### src/rtl/usb_tx_pkt_ctrl.sv
// USB TX packet sequencer: SYNC, PID, FIFO payload, CRC16, EOP; one byte handed over per load_enable strobe.
// Stalls indefinitely between strobes; an empty FIFO when a payload byte is due ends the packet with tx_error.
module usb_tx_pkt_ctrl #(
    parameter int          MAX_LEN    = 64,
    parameter int          EOP_CYCLES = 16,
    parameter logic [7:0]  SYNC_BYTE  = 8'h80,
    localparam int         LW         = $clog2(MAX_LEN + 1),
    localparam int         EW         = $clog2(EOP_CYCLES + 1)
) (
    input  logic          clk,
    input  logic          n_rst,
    input  logic          tx_start,
    input  logic          tx_abort,
    input  logic [3:0]    tx_pid,
    input  logic [LW-1:0] tx_len,
    input  logic [7:0]    fifo_rdata,
    input  logic          fifo_empty,
    output logic          fifo_rd,
    input  logic          load_enable,
    output logic          sending,
    output logic [7:0]    data,
    output logic          tx_busy,
    output logic          tx_done,
    output logic          tx_error
);

    typedef enum logic [3:0] {
        S_IDLE, S_SYNC, S_PID, S_PAYLOAD, S_CRC_LO, S_CRC_HI, S_DRAIN, S_EOP, S_DONE
    } state_t;

    state_t        state, state_nxt;
    logic [3:0]    pid, pid_nxt;
    logic [LW-1:0] len, len_nxt, cnt, cnt_nxt;
    logic [15:0]   crc, crc_nxt, crc_upd, crc_fin;
    logic [7:0]    crc_hi, crc_hi_nxt, data_nxt;
    logic [EW-1:0] eop_cnt, eop_nxt;
    logic          sending_nxt, done_nxt, error_nxt, go_eop, start_ok;

    // USB CRC16, reflected polynomial, one byte processed LSB first
    function automatic logic [15:0] crc8(input logic [15:0] c_in, input logic [7:0] d);
        logic [15:0] c;
        c = c_in;
        for (int i = 0; i < 8; i++) begin
            if (c[0] ^ d[i]) c = (c >> 1) ^ 16'hA001;
            else             c = c >> 1;
        end
        return c;
    endfunction

    assign tx_busy  = (state != S_IDLE);
    assign start_ok = (tx_pid[1:0] == 2'b10) ||
                      ((tx_pid[1:0] == 2'b11) && (tx_len <= LW'(MAX_LEN)));

    always_comb begin
        state_nxt   = state;
        sending_nxt = sending;
        data_nxt    = data;
        pid_nxt     = pid;
        len_nxt     = len;
        cnt_nxt     = cnt;
        crc_nxt     = crc;
        crc_hi_nxt  = crc_hi;
        eop_nxt     = eop_cnt;
        done_nxt    = 1'b0;
        error_nxt   = 1'b0;
        fifo_rd     = 1'b0;
        go_eop      = 1'b0;
        crc_upd     = crc8(crc, data);
        crc_fin     = ~crc_upd;
        case (state)
            S_IDLE: begin
                if (tx_start) begin
                    if (!start_ok) begin
                        error_nxt = 1'b1;
                    end else begin
                        sending_nxt = 1'b1;
                        data_nxt    = SYNC_BYTE;
                        crc_nxt     = 16'hFFFF;
                        cnt_nxt     = '0;
                        pid_nxt     = tx_pid;
                        len_nxt     = tx_len;
                        state_nxt   = S_SYNC;
                    end
                end
            end
            S_EOP: begin
                if (eop_cnt == EW'(EOP_CYCLES - 1)) state_nxt = S_DONE;
                else                                eop_nxt   = eop_cnt + EW'(1);
            end
            S_DONE: begin
                done_nxt  = 1'b1;
                state_nxt = S_IDLE;
            end
            default: begin
                if (tx_abort) begin
                    error_nxt = 1'b1;
                    go_eop    = 1'b1;
                end else if (load_enable) begin
                    case (state)
                        S_SYNC: begin
                            data_nxt  = {~pid, pid};
                            state_nxt = S_PID;
                        end
                        S_PID: begin
                            if (pid[1:0] == 2'b10) begin
                                state_nxt = S_DRAIN;
                            end else if (len == '0) begin
                                data_nxt   = 8'h00;
                                crc_hi_nxt = 8'h00;
                                state_nxt  = S_CRC_LO;
                            end else if (!fifo_empty) begin
                                fifo_rd   = 1'b1;
                                data_nxt  = fifo_rdata;
                                cnt_nxt   = LW'(1);
                                state_nxt = S_PAYLOAD;
                            end else begin
                                error_nxt = 1'b1;
                                go_eop    = 1'b1;
                            end
                        end
                        S_PAYLOAD: begin
                            crc_nxt = crc_upd;
                            if (cnt == len) begin
                                data_nxt   = crc_fin[7:0];
                                crc_hi_nxt = crc_fin[15:8];
                                state_nxt  = S_CRC_LO;
                            end else if (!fifo_empty) begin
                                fifo_rd  = 1'b1;
                                data_nxt = fifo_rdata;
                                cnt_nxt  = cnt + LW'(1);
                            end else begin
                                error_nxt = 1'b1;
                                go_eop    = 1'b1;
                            end
                        end
                        S_CRC_LO: begin
                            data_nxt  = crc_hi;
                            state_nxt = S_CRC_HI;
                        end
                        S_CRC_HI: state_nxt = S_DRAIN;
                        // this strobe means the final byte has left the shifter
                        S_DRAIN:  go_eop = 1'b1;
                        default:  state_nxt = S_IDLE;
                    endcase
                end
            end
        endcase
        if (go_eop) begin
            sending_nxt = 1'b0;
            eop_nxt     = '0;
            state_nxt   = S_EOP;
        end
    end

    always_ff @(posedge clk) begin
        if (!n_rst) begin
            state    <= S_IDLE;
            sending  <= 1'b0;
            data     <= 8'h00;
            pid      <= 4'h0;
            len      <= '0;
            cnt      <= '0;
            crc      <= 16'hFFFF;
            crc_hi   <= 8'h00;
            eop_cnt  <= '0;
            tx_done  <= 1'b0;
            tx_error <= 1'b0;
        end else begin
            state    <= state_nxt;
            sending  <= sending_nxt;
            data     <= data_nxt;
            pid      <= pid_nxt;
            len      <= len_nxt;
            cnt      <= cnt_nxt;
            crc      <= crc_nxt;
            crc_hi   <= crc_hi_nxt;
            eop_cnt  <= eop_nxt;
            tx_done  <= done_nxt;
            tx_error <= error_nxt;
        end
    end

endmodule

### config.mk
export PLATFORM = sky130hd
export DESIGN_NAME = usb_tx_pkt_ctrl
export DESIGN_NICKNAME = d
export VERILOG_FILES = /design/src/rtl/usb_tx_pkt_ctrl.sv
export SDC_FILE = /design/constraint.sdc
export NUM_CORES = 1
export LEC_CHECK = 0
export BUFFER_PORTS_ARGS = -buffer_cell sky130_fd_sc_hd__buf_2
export CORE_AREA = 10 10 100 85
export DETAILED_ROUTE_END_ITERATION = 16
export DIE_AREA = 0 0 110 95
export PLACE_DENSITY_LB_ADDON = 0.3
export SETUP_SLACK_MARGIN = 0.3
export SLEW_MARGIN = 20
export SYNTH_ARGS = -nofsm -noshare
export SYNTH_HDL_FRONTEND = slang
export SYNTH_SLANG_ARGS = --single-unit
### constraint.sdc
create_clock -name clk -period 5.5 [get_ports clk]
set_clock_uncertainty 0.05 [all_clocks]
set_input_delay 1.1 -clock clk [delete_from_list [all_inputs] [get_ports clk]]
set_output_delay 1.1 -clock clk [all_outputs]
set_load 0.01 [all_outputs]
==> results.toml <==
[status]
status = "finished, final reports clean"

[clocking]
clk_latency_ns = 0.35
cts_resized = 0
clock_sinks = 62
cts_setup_buffers = 0
cts_root_buf = "clkbuf_8"
postCtsHoldBufs = 0
htree_levels = 3
clock_path_buffers = 2
cts_tree = "yes"
clk_pin_slew_ns = 0.06
numCtsBuffers = 9

[floorplan]
die_area_mm2 = 0.0105
pin_count = 38
initial_core_util_pct = 52.9
die_h_um = 95
core_mm2 = 0.00659
row_count = 27
fp.dieW_um = 110

[placed_design]
gp_congestion = 0.893
place_ws_ns = 1.87
io_buffers = 37
dpl_cell_area_mm2 = 0.00370
hpwl_um = 6300
placed_cells = 502

[routing]
drc = 0
drt-initial-drc-count = 369
dr.pass1.iters = 5
wl_um = 8680
dr_total_vias = 3055
vias_per_cell = 5.91
ant_nets = 0
wl_per_cell_um = 16.8

[critical_path]
start_kind = "flip-flop"
crit_fanout = 21
required_ns = 4.35
r2r_cells = 7
r2r-end = "data[6]"
critPathCaptureType = "primary output"
cp.arrival_ns = 2.54
crit_path_start = "state[1]"
r2r_slack_ns = 2.65
r2r_start = "cnt[5]"
path_class = "flip-flop to primary output"

[sta]
worst_slack_ns = 1.81
slew_headroom_pct = 44.0
period_needed_ns = 3.69
setup_tns_ns = 0
finalCritPeriodShare_pct = 67.1
maxClockFrequency_mhz = 271
hold_viol_final = 0
hold-worst-slack_ns = 0.427
tightest_slew_ns = 0.839
rsz0062_at_grt = "false"
finalMaxSlewViolations = 0
setup_viol = 0

[worst_hold_path]
min_to = "sending"
hold_class = "flip-flop to flip-flop"
hold_depth = 2
min-delay-start = "sending"

[global_route]
grt_overflow = 0
gr-usage-all-layers_pct = 17.2
first_global_vias = 2885
grt_max_degree = 54
antenna_found_initial = 0
grt_pass1_wl_um = 14200

[synthesis]
ys_top_cells_by_area = "dfxtp_1, mux2i_1, xor2_1"
yosys_warnings = 0
syn_nets = 425
synth-edff-count = 0
ys_seq_area_share_pct = 35.6
syn_avg_cell_area_um2 = 8.77
synthFlopType = "dfxtp_1"
ys_async_sr_fraction_pct = 0
synth-seq-cells = 62
yosysTopAreaCell = "dfxtp_1"
synth_top_area_share_pct = 35.6
syn-instance-count = 397
ys_types = 63
netlist_area_mm2 = 0.00348

[cells_and_area]
filler_cell_count = 619
antenna_cells = 0
drive_gt1_share_pct = 15.8
instances_no_fill = 517
utilization_pct = 59.0
stdcell_area_mm2 = 0.00388
area_delta_synth_final_pct = 11.5
num-nets-final = 454

[power]
power_density_mw_per_mm2 = 433
leakage_nw = 1.51
power.total_mw = 1.68
peakVddDrop_mv = 0.165

[job]
drv_cap = 0
==> how the worst max path moves through the flow <==
stage / endpoint
after detailed placement: len[0]
after CTS: fifo_rd
after global routing: fifo_rd
final: fifo_rd
after global placement: len[0]
after floorplan: cnt[5]
==> cells by family (layout without fill, tap and decap cells) <==
kind of cell             after synthesis  in the layout  synth area share [%]
AO/OA/AOI/OAI                         85             85                  17.7
XOR/XNOR                              36             36                  10.1
buffers and inverters                 27             60                  3.09
multiplexers                          28             28                  8.05
flip-flops                            62             62                  35.6
adder cells (fa/ha/maj)                3              3                  1.08
AND/OR/NAND/NOR                      156            156                  24.4
==> cells in the mapped netlist, types with 2 or more instances <==
library cell	count
a21boi_0	7
a21o_1	2
a21oi_1	19
a31oi_1	2
and2_1	3
and3_1	4
and3b_1	2
buf_2	5
clkbuf_1	14
dfxtp_1	62
ha_1	3
inv_1	6
mux2i_1	28
nand2_1	36
nand2b_1	5
nand3_1	14
nand3b_1	3
nand4_1	5
nand4b_1	3
nor2_1	38
nor2b_1	21
nor3_1	7
nor3b_1	2
o211ai_1	2
o21a_1	3
o21ai_0	9
o221a_2	2
o221ai_1	6
o22ai_1	18
xnor2_1	14
xnor3_1	2
xor2_1	19
==> flip-flops by register name, summed over array words and instances, names as in the netlist <==
register	cells
crc	16
sending	1
crc_hi	8
cnt	7
eop_cnt	5
data	8
len	7
pid	4
tx_done	1
state	4
tx_error	1
==> layout by cell type (no fill, tap or decap), types with 9 or more instances in the layout <==
master    count
nor2b_1      21
o22ai_1      18
nor2_1       38
a21oi_1      19
clkbuf_8     11
mux2i_1      28
dfxtp_1      62
buf_2        37
o21ai_0       9
nand3_1      14
nand2_1      36
xor2_1       19
xnor2_1      14
==> routing by layer <==
layer / part of all wire, % / up-vias / track usage, %
met2: 46 / 97 / 26.0
met4: 1.6 / 0 / 6.71
met1: 46 / 1467 / 22.6
li1: - / 1480 / -
met5: 0 / - / 0
met3: 6.3 / 11 / 4.70
==> critical path, cell delays in order (launching register included) <==
cell      delay (ns)
dfxtp_1         0.76
nor2b_1         0.24
nand3b_1        0.31
a21oi_1         0.43
nor2_1          0.08
nor3_1          0.21
buf_2           0.17
==> final cells by class <==
class	instances	area, µm²	share of cell area [%]
Timing Repair Buffer	38	193	4.96
Tap cell	87	109	2.80
Inverter	7	26.3	0.677
Multi-Input combinational cell	308	2140	55.1
Clock buffer	12	155	3.99
Sequential cell	62	1240	32.0
Clock inverter	3	20.0	0.515
==> power by group <==
part	switching, mW	internal, mW
Combinational	0.447	0.300
Sequential	0.0859	0.493
Clock	0.171	0.185
Total	0.704	0.978
Note: power is estimated with default switching activity, not from simulation.
